==> src/rtl/sar_conv_sequencer.sv <==
`timescale 1ns/1ps
// SAR ADC conversion sequencer: walks the enabled channels, runs the track/hold
// window and the SAR start/done handshake, optionally averages, and publishes results.
module sar_conv_sequencer #(
    parameter int NUM_CH         = 4,
    parameter int RES_BITS       = 12,
    parameter int SAMPLE_CYCLES  = 4,
    parameter int AVG_LOG2       = 0,
    parameter int TIMEOUT_CYCLES = 64,
    localparam int CH_W          = (NUM_CH > 1) ? $clog2(NUM_CH) : 1
) (
    input  logic                clk,
    input  logic                reset,
    input  logic                start,
    input  logic                continuous,
    input  logic [NUM_CH-1:0]   ch_mask,
    output logic [CH_W-1:0]     ch_sel,
    output logic                sample_en,
    output logic                sar_start,
    input  logic                sar_done,
    input  logic [RES_BITS-1:0] sar_result,
    output logic [RES_BITS-1:0] res_data,
    output logic [CH_W-1:0]     res_ch,
    output logic                res_valid,
    input  logic                res_ready,
    output logic                busy,
    output logic                overrun,
    output logic                timeout_err,
    output logic [2:0]          state_dbg
);

    localparam logic [2:0] S_IDLE    = 3'd0;
    localparam logic [2:0] S_SELECT  = 3'd1;
    localparam logic [2:0] S_SAMPLE  = 3'd2;
    localparam logic [2:0] S_CONVERT = 3'd3;
    localparam logic [2:0] S_PUBLISH = 3'd4;

    localparam int ACC_W = RES_BITS + AVG_LOG2;
    localparam int SC_W  = $clog2(SAMPLE_CYCLES + 1);
    localparam int TO_W  = $clog2(TIMEOUT_CYCLES + 1);
    localparam int AC_W  = AVG_LOG2 + 1;

    localparam logic [SC_W-1:0] SAMP_LAST = SC_W'(SAMPLE_CYCLES - 1);
    localparam logic [TO_W-1:0] TO_LAST   = TO_W'(TIMEOUT_CYCLES - 1);
    localparam logic [AC_W-1:0] AVG_LAST  = AC_W'((1 << AVG_LOG2) - 1);

    logic [2:0]        state;
    logic [SC_W-1:0]   samp_cnt;
    logic [TO_W-1:0]   tmo_cnt;
    logic [AC_W-1:0]   conv_cnt;
    logic [ACC_W-1:0]  acc;
    logic [NUM_CH-1:0] pending;

    logic [NUM_CH-1:0] adv_mask;
    logic              adv_go;
    logic [CH_W-1:0]   adv_ch;
    logic [2:0]        adv_state;

    function automatic logic [CH_W-1:0] lowest_idx(input logic [NUM_CH-1:0] m);
        logic [CH_W-1:0] r;
        r = '0;
        for (int i = NUM_CH - 1; i >= 0; i--) begin
            if (m[i]) r = CH_W'(i);
        end
        return r;
    endfunction

    // Where to go once a channel is finished (published or timed out):
    // remaining channels first, then a fresh sweep if continuous, else idle.
    always_comb begin
        adv_mask = pending;
        adv_go   = 1'b1;
        if (pending == '0) begin
            if (continuous && (ch_mask != '0)) adv_mask = ch_mask;
            else                               adv_go   = 1'b0;
        end
        adv_ch    = adv_go ? lowest_idx(adv_mask) : ch_sel;
        adv_state = adv_go ? S_SELECT : S_IDLE;
    end

    assign sample_en = (state == S_SAMPLE);
    assign sar_start = (state == S_CONVERT) && (tmo_cnt == '0);
    assign busy      = (state != S_IDLE);
    assign state_dbg = state;

    // Output handshake: a result transfers on a clock edge where res_valid and
    // res_ready are both high; res_data/res_ch hold until then. A PUBLISH on the
    // transfer edge reloads the register (no overrun); a PUBLISH while the old
    // result is still unaccepted overwrites it and sets the sticky overrun flag.
    always_ff @(posedge clk) begin
        if (reset) begin
            state       <= S_IDLE;
            samp_cnt    <= '0;
            tmo_cnt     <= '0;
            conv_cnt    <= '0;
            acc         <= '0;
            pending     <= '0;
            ch_sel      <= '0;
            res_data    <= '0;
            res_ch      <= '0;
            res_valid   <= 1'b0;
            overrun     <= 1'b0;
            timeout_err <= 1'b0;
        end else begin
            if (res_valid && res_ready) res_valid <= 1'b0;

            case (state)
                S_IDLE: begin
                    if (start && (ch_mask != '0)) begin
                        pending     <= ch_mask;
                        ch_sel      <= lowest_idx(ch_mask);
                        overrun     <= 1'b0;
                        timeout_err <= 1'b0;
                        state       <= S_SELECT;
                    end
                end
                S_SELECT: begin
                    pending  <= pending & ~(NUM_CH'(1) << ch_sel);
                    acc      <= '0;
                    conv_cnt <= '0;
                    samp_cnt <= '0;
                    state    <= S_SAMPLE;
                end
                S_SAMPLE: begin
                    if (samp_cnt == SAMP_LAST) begin
                        samp_cnt <= '0;
                        tmo_cnt  <= '0;
                        state    <= S_CONVERT;
                    end else begin
                        samp_cnt <= samp_cnt + SC_W'(1);
                    end
                end
                S_CONVERT: begin
                    if (sar_done) begin
                        acc <= acc + ACC_W'(sar_result);
                        if (conv_cnt == AVG_LAST) begin
                            state <= S_PUBLISH;
                        end else begin
                            conv_cnt <= conv_cnt + AC_W'(1);
                            state    <= S_SAMPLE;
                        end
                    end else if (tmo_cnt == TO_LAST) begin
                        // Abandon this channel without publishing anything.
                        timeout_err <= 1'b1;
                        acc         <= '0;
                        pending     <= adv_mask;
                        ch_sel      <= adv_ch;
                        state       <= adv_state;
                    end else begin
                        tmo_cnt <= tmo_cnt + TO_W'(1);
                    end
                end
                S_PUBLISH: begin
                    res_data  <= RES_BITS'(acc >> AVG_LOG2);
                    res_ch    <= ch_sel;
                    res_valid <= 1'b1;
                    if (res_valid && !res_ready) overrun <= 1'b1;
                    pending   <= adv_mask;
                    ch_sel    <= adv_ch;
                    state     <= adv_state;
                end
                default: state <= S_IDLE;
            endcase
        end
    end

endmodule

==> config.mk <==
export PLATFORM = sky130hd
export DESIGN_NAME = sar_conv_sequencer
export DESIGN_NICKNAME = d
export VERILOG_FILES = /design/src/rtl/sar_conv_sequencer.sv
export SDC_FILE = /design/constraint.sdc
export NUM_CORES = 1
export LEC_CHECK = 0
export BUFFER_PORTS_ARGS = -buffer_cell sky130_fd_sc_hd__buf_2
export CORE_MARGIN = 10
export CORE_UTILIZATION = 44
export CTS_BUF_LIST = sky130_fd_sc_hd__clkbuf_4
export DETAILED_ROUTE_END_ITERATION = 7
export PLACE_DENSITY = 0.72
export SLEW_MARGIN = 20
export SYNTH_ARGS = -nofsm -noshare
export SYNTH_HDL_FRONTEND = slang
export SYNTH_SLANG_ARGS = --single-unit
==> constraint.sdc <==
create_clock -name clk -period 2.1 [get_ports clk]
set_clock_uncertainty 0.1 [all_clocks]
set_input_delay 0.105 -clock clk [delete_from_list [all_inputs] [get_ports clk]]
set_output_delay 0.105 -clock clk [all_outputs]
set_load 0.01 [all_outputs]
==> impl_metrics.yaml, run 1 <==
logic_synthesis:
  synth_flop_cell: "sky130_fd_sc_hd__dfxtp_1"
  synth.avg_cell_area_um2: 7.936
  synthesis.nets: 396
  synthTopCellsByCount: "52 x sky130_fd_sc_hd__nand2_1, 48 x sky130_fd_sc_hd__dfxtp_1, 36 x sky130_fd_sc_hd__a21oi_1"
  synth_cell_types: 62
  synth.cell_area_um2: 2849
  post_synth_inst_count: 359
  ys_seq_area_share_pct: 33.73
  synth_top_area_share_pct: 33.73
  synth-async-reset-ratio_pct: 0
  synth_seq_cells: 48
  post-synth-top-count-cell: "sky130_fd_sc_hd__nand2_1"
  synth_area_leaders: "sky130_fd_sc_hd__dfxtp_1 34%, sky130_fd_sc_hd__nand2_1 6.9%, sky130_fd_sc_hd__a21oi_1 6.3%, sky130_fd_sc_hd__ha_1 6.1%, sky130_fd_sc_hd__nor2_1 4.0%"
  yosys.area.top_type: "sky130_fd_sc_hd__dfxtp_1"
  synth_enable_flop_cells: 0
  synth_warnings: 0
drt:
  drt-initial-drc-count: 112
  num_vias: 2909
  viasPerCell: 5.649
  top_signal_layer_used: "met4"
  wirelength_per_cell_um: 15.08
  antenna_violating_nets_post_route: 0
  firstDrtPassIters: 4
  wl_mm: 7.766
  route.detailed.drc: 0
  met3_length_um: 546
  route.met2.wl_mm: 3.838
  m1WireLength_mm: 3.271
worst_hold_path:
  hp-start: "sar_result[0]"
  hp-class: "in2reg"
  min_delay_worst_endpoint: "acc[0]"
  hold_path_depth: 4
power:
  worst_ir_drop_vdd_mv: 0.2768
  total_leakage_power_nw: 1.574
  pwr_density_cell_nw_per_um2: 592.3
  design_power_total_mw: 2.168
timing:
  setup_repair_after_global_routing_missed_its_margin: "true"
  min_period_ps: 2248
  finalWorstSetupSlack_ps: -147.7
  max_slew_margin_pct: 76.00
  max_freq_mhz: 444.9
  final_max_slew_viol_count: 0
  period_share_pct: 107.0
  max_slew.worst_pin.slew_ps: 351.0
  final-hold-violation-count: 0
  setup-violations-final: 3
  holdWs_ps: 23.51
placed_design:
  dpl_cell_area_um2: 3405
  gp_congestion: 1.003
  numPortBuffers: 46
  dp_hpwl_mm: 5.873
die:
  dieArea_um2: 10090
  io_pins: 47
  die_h_um: 100.5
  core.rowCount: 29
  die_width_um: 100.5
  core_region_area_um2: 6314
  floorplan.initialDensity_pct: 45.12
run_status:
  failing_checks: "setup timing"
  outcome: "finished with violations"
setup_path:
  critical_path.max_fanout: 3
  setup.worst_path.start_class: "flip-flop"
  crit_end_category: "flip-flop"
  r2r_setup_slack_ps: -150
  crit_arrival_ps: 2420
  r2r_start: "acc[0]"
  crit_type: "reg2reg"
  timing.reg2reg.worst_path_depth: 8
  critPathRequiredTime_ps: 2270
  worst_r2r_endpoint: "acc[8]"
grt:
  initial_antenna_violation_count: 0
  grt_overflow: 0
  grt_first_pass_wirelength_mm: 13.32
  grt_max_degree: 35
  total_track_usage_pct: 15.54
  number_of_global_route_vias_before_repair: 2904
cells_and_area:
  syn_to_final_growth_pct: 28.50
  layout.filler_cells: 591
  drive_above_1_share_pct: 29.00
  layout.area.seq_um2: 968.4
  fin_nets: 474
  multiInputGateArea_um2: 1904
  design_area_um2: 3661
  insertedDiodeCount: 0
clock_tree:
  tritoncts_num_sinks: 48
  clk-insertion-delay-late_ps: 360
  clk_path_buf_depth: 2
  tritoncts: "built"
  clock_tree.htree_level_count: 2
  clockRootBuffer: "sky130_fd_sc_hd__clkbuf_4"
  clk_transition_reported_paths_ps: 140
  numCtsBuffers: 5
job:
  drv.max_cap_violation_count: 0
per-stage QoR:
step	std cells	setup TNS [ps]	setup WS [ps]	utilization (%)
final	515	-353.6	-147.7	57.99
after CTS	512	-351.1	-222.0	56.44
after global placement	503	-255.2	-139.2	53.92
after floorplan	359	-119.0	-113.1	-
after global routing	515	-681.2	-247.3	57.99
after detailed placement	503	-409.5	-204.3	53.92
registers in the layout, summed over array words and instances, names as in the netlist:
register,count
tmo_cnt,7
acc,12
pending,4
ch_sel,2
res_valid,1
timeout_err,1
res_ch,2
samp_cnt,3
overrun,1
state_dbg,3
res_data,12
final cells by class:
class | instances | share of cell area, %
multi-input combinational | 278 | 52.02
sequential | 48 | 26.45
clock buffer | 6 | 1.230
inverter | 15 | 1.538
tap | 77 | 2.632
timing repair buffer | 89 | 15.17
clock inverter | 2 | 0.9569
worst max path at each step:
stage                     startpoint  endpoint  slack, ps  cells past startpoint
final                         acc[0]    acc[8]       -150                      8
after global routing          acc[0]    acc[8]       -250                      8
after CTS                     acc[0]    acc[8]       -220                      8
after detailed placement      acc[0]    acc[8]       -200                      8
after global placement        acc[0]    acc[8]       -140                      8
after floorplan               acc[0]    acc[8]       -110                      8
repair_timing:
action / in CTS / in global routing
hold buffers: 1 / 0
resized for setup: 11 / 14
setup buffers: 0 / 3
pin swaps: 4 / 8
endpoints found under the hold margin: 1 / 0
setup endpoints to repair: 5 / 9
layout by cell type (no fill, tap or decap), types with 10 or more instances in the layout:
| cell type | netlist | routed |
|---|---|---|
| sky130_fd_sc_hd__inv_1 | 14 | 14 |
| sky130_fd_sc_hd__nor3_1 | 11 | 11 |
| sky130_fd_sc_hd__buf_4 | 0 | 42 |
| sky130_fd_sc_hd__nand2_1 | 52 | 52 |
| sky130_fd_sc_hd__buf_2 | 1 | 46 |
| sky130_fd_sc_hd__a21oi_1 | 36 | 32 |
| sky130_fd_sc_hd__nor2_1 | 30 | 28 |
| sky130_fd_sc_hd__xor2_1 | 10 | 10 |
| sky130_fd_sc_hd__dfxtp_1 | 48 | 44 |
| sky130_fd_sc_hd__o21ai_0 | 13 | 13 |
critical path, cell delays in order, from the launching register on:
cell                       delay, ps
sky130_fd_sc_hd__dfxtp_2         360
sky130_fd_sc_hd__ha_4            160
sky130_fd_sc_hd__fa_2            340
sky130_fd_sc_hd__a21o_1          170
sky130_fd_sc_hd__a21o_1          180
sky130_fd_sc_hd__a2111o_1        370
sky130_fd_sc_hd__a31oi_2         200
sky130_fd_sc_hd__xnor2_1          90
sky130_fd_sc_hd__a22o_1          190
logic make-up after synthesis:
group | count (synthesis) | synth area share [%]
muxes | 2 | 0.7027
buffers and inverters | 33 | 4.391
AOI/OAI and AO/OA | 113 | 27.54
and+or+nand+nor | 135 | 22.79
xor gates and xnor gates | 13 | 3.997
adders and majority gates | 15 | 6.851
DFF | 48 | 33.73
metal layers:
metal	global-route usage, %	vias up
met4	4.891	0
li1	-	1459
met5	0	-
met1	18.99	1364
met2	25.57	74
met3	4.527	12
report_power, final:
part | internal [mW] | switching, mW | total [mW]
Combinational | 0.265 | 0.362 | 0.627
Sequential | 0.950 | 0.0362 | 0.986
Clock | 0.263 | 0.292 | 0.555
Total | 1.48 | 0.690 | 2.17
Power figures use the tool's default switching activity.
==> run 2, diff against run 1 <==
==> constraint.sdc (replaced) <==
create_clock -name clk -period 2.1 [get_ports clk]
set_clock_uncertainty 0.1 [all_clocks]
set_input_delay 0 -clock clk [delete_from_list [all_inputs] [get_ports clk]]
set_output_delay 0 -clock clk [all_outputs]
set_load 0.01 [all_outputs]
==> run 2 against run 1 <==
  * The flow still finishes with violations (setup timing)
  * Cell area down 0.21%
  * Highest routed layer unchanged
  * First-iteration DRC count grew 18%
  * Clock-buffer cell count decreased by 1
  * Hold slack hardly changed
==> impl_metrics.yaml, run 2 (synthesis results as in run 1) <==
clock_tree:
  tritoncts_num_sinks: 48
  tritoncts: "built"
  clk_path_buf_depth: 2
  clk_transition_reported_paths_ps: 140
  clk-insertion-delay-late_ps: 370
  clockRootBuffer: "sky130_fd_sc_hd__clkbuf_4"
  clock_tree.htree_level_count: 2
  numCtsBuffers: 5
die:
  core_region_area_um2: 6314
  dieArea_um2: 10090
  die_width_um: 100.5
  io_pins: 47
  floorplan.initialDensity_pct: 45.12
  core.rowCount: 29
  die_h_um: 100.5
setup_path:
  worst-path-buf-inv: 1
  critical_path.cell_chain: "ha_4, fa_2, a21o_1, a21o_1, buf_4, a211oi_4, nor2_1, xor2_1, a22o_1"
  cpMaxStageDelayCell: "sky130_fd_sc_hd__dfxtp_2"
  critical_path_depth: 9
  r2r_setup_slack_ps: -170
  critical-path-max-stage-delay_ps: 360
  crit_path_frequent_cell: "sky130_fd_sc_hd__a21o_1"
  critPathTopFamily: "compound AO/OA/AOI/OAI gates"
  crit_end_category: "flip-flop"
  worst_r2r_endpoint: "acc[6]"
  critPathRequiredTime_ps: 2270
  timing.reg2reg.worst_path_depth: 9
  setup.worst_path.start_class: "flip-flop"
  crit_path_end: "acc[6]"
  crit_type: "reg2reg"
  critical_path.max_fanout: 2
  r2r_start: "acc[0]"
  startpoint: "acc[0]"
  crit_arrival_ps: 2440
cells_and_area:
  registers_with_the_highest_flip_flop_counts: "acc: 12 flops, res_data: 12 flops, tmo_cnt: 7 flops"
  insertedDiodeCount: 0
  drive_above_1_share_pct: 26.80
  layout.filler_cells: 589
  syn_to_final_growth_pct: 28.24
  layout_common_cells: "52 x sky130_fd_sc_hd__nand2_1, 46 x sky130_fd_sc_hd__buf_2, 45 x sky130_fd_sc_hd__dfxtp_1"
  layout.core_utilization_pct: 57.87
  fin_nets: 481
  final_common_cell: "sky130_fd_sc_hd__nand2_1"
grt:
  grt_overflow: 0
  grt_max_degree: 35
  initial_antenna_violation_count: 0
  global_route.usage.met3_pct: 4.595
  grt_first_pass_wirelength_mm: 13.48
  globalRouteMet1Util_pct: 18.85
  use_met2_pct: 26.01
  gr-max-usage-layer: "met2"
  total_track_usage_pct: 15.76
  number_of_global_route_vias_before_repair: 2922
timing:
  max_slew_margin_pct: 71.70
  final_max_slew_viol_count: 0
  max_freq_mhz: 440.5
  max_slew.worst_pin.slew_ps: 422.9
  final-hold-violation-count: 0
  setup_repair_after_global_routing_missed_its_margin: "true"
  period_share_pct: 108.1
  holdWs_ps: 23.40
  finalWorstSetupSlack_ps: -170.1
  min_period_ps: 2270
  fin_tns_setup_ps: -500.0
  setup-violations-final: 4
power:
  total_leakage_power_nw: 1.590
  worst_ir_drop_vdd_mv: 0.2727
  pwr_density_cell_nw_per_um2: 562.8
run_status:
  failing_checks: "setup timing"
  outcome: "finished with violations"
drt:
  firstDrtPassIters: 4
  drt-initial-drc-count: 132
  wl_mm: 8.287
  num_vias: 2968
  antenna_violating_nets_post_route: 0
  wirelength_per_cell_um: 15.91
  viasPerCell: 5.697
  route.detailed.drc: 0
placed_design:
  gp_congestion: 0.9527
  numPortBuffers: 46
  pre_cts_ws_ps: -167.6
  dp_hpwl_mm: 6.080
job:
  drv.max_cap_violation_count: 0
worst_hold_path:
  hp-class: "in2reg"
  hp-start: "sar_result[11]"
==> run 2: cell count changes in the layout (fill, tap and decap cells not counted), sizes merged <==
cell         delta
clkbuf          -1
clkinvlp        +1
dlygate4sd3     +7
bufinv          -1
==> run 2: routing by layer <==
metal | wire length (um) | vias to the layer above
li1 | - | 1481
met2 | 4077 | 97
met1 | 3403 | 1368
met5 | 0 | -
met4 | 236 | 0
met3 | 570 | 22
==> run 2: worst register-to-register path, delay by kind of cell (launching register included) <==
family / cells / cell delay (ps)
flops: 1 / 360
buf+inv: 1 / 150
simple gates: 1 / 110
xor+xnor: 1 / 150
fa+ha+maj: 2 / 500
compound gates: 4 / 790
==> run 2: final cells by class <==
class                           count  area [um2]  share of cell area, %
Clock buffer                        5       37.54                  1.027
Multi-Input combinational cell    278        1858                  50.86
Tap cell                           77       96.34                  2.637
Inverter                           15       56.30                  1.541
Timing Repair Buffer               96       625.6                  17.12
Sequential cell                    48       967.2                  26.47
Clock inverter                      2       12.51                 0.3425
==> run 2: timing repair <==
action / in CTS / in global routing
buffers inserted: 2 / 1
hold endpoints to repair: 8 / 0
pin swaps: 6 / 12
setup endpoints to repair: 5 / 6
hold buffers: 8 / 0
gates resized for setup: 5 / 13
==> run 2: report_power, final <==
| part | internal (mW) | leakage (nW) | switching [mW] |
|---|---|---|---|
| registers | 0.950 | 0.390 | 0.0346 |
| logic | 0.277 | 1.17 | 0.374 |
| clock network | 0.123 | 0.0271 | 0.298 |
| total | 1.35 | 1.59 | 0.706 |
==> run 2: metrics by stage <==
stage	cell area (um2)	power, mW	cells
floorplan	2854	1.393	359
global placement	3405	1.607	503
detailed placement	3405	1.617	503
CTS	3572	2.053	520
global route	3654	2.179	521
finish	3654	2.056	521
==> run 2: how the worst min path moves through the flow <==
stage | end | depth (start not counted)
2_1_floorplan | res_valid | 2
3_3_place_gp | res_valid | 3
3_5_place_dp | res_valid | 3
4_1_cts | acc[11] | 4
5_1_grt | pending[0] | 5
6_report | acc[11] | 4
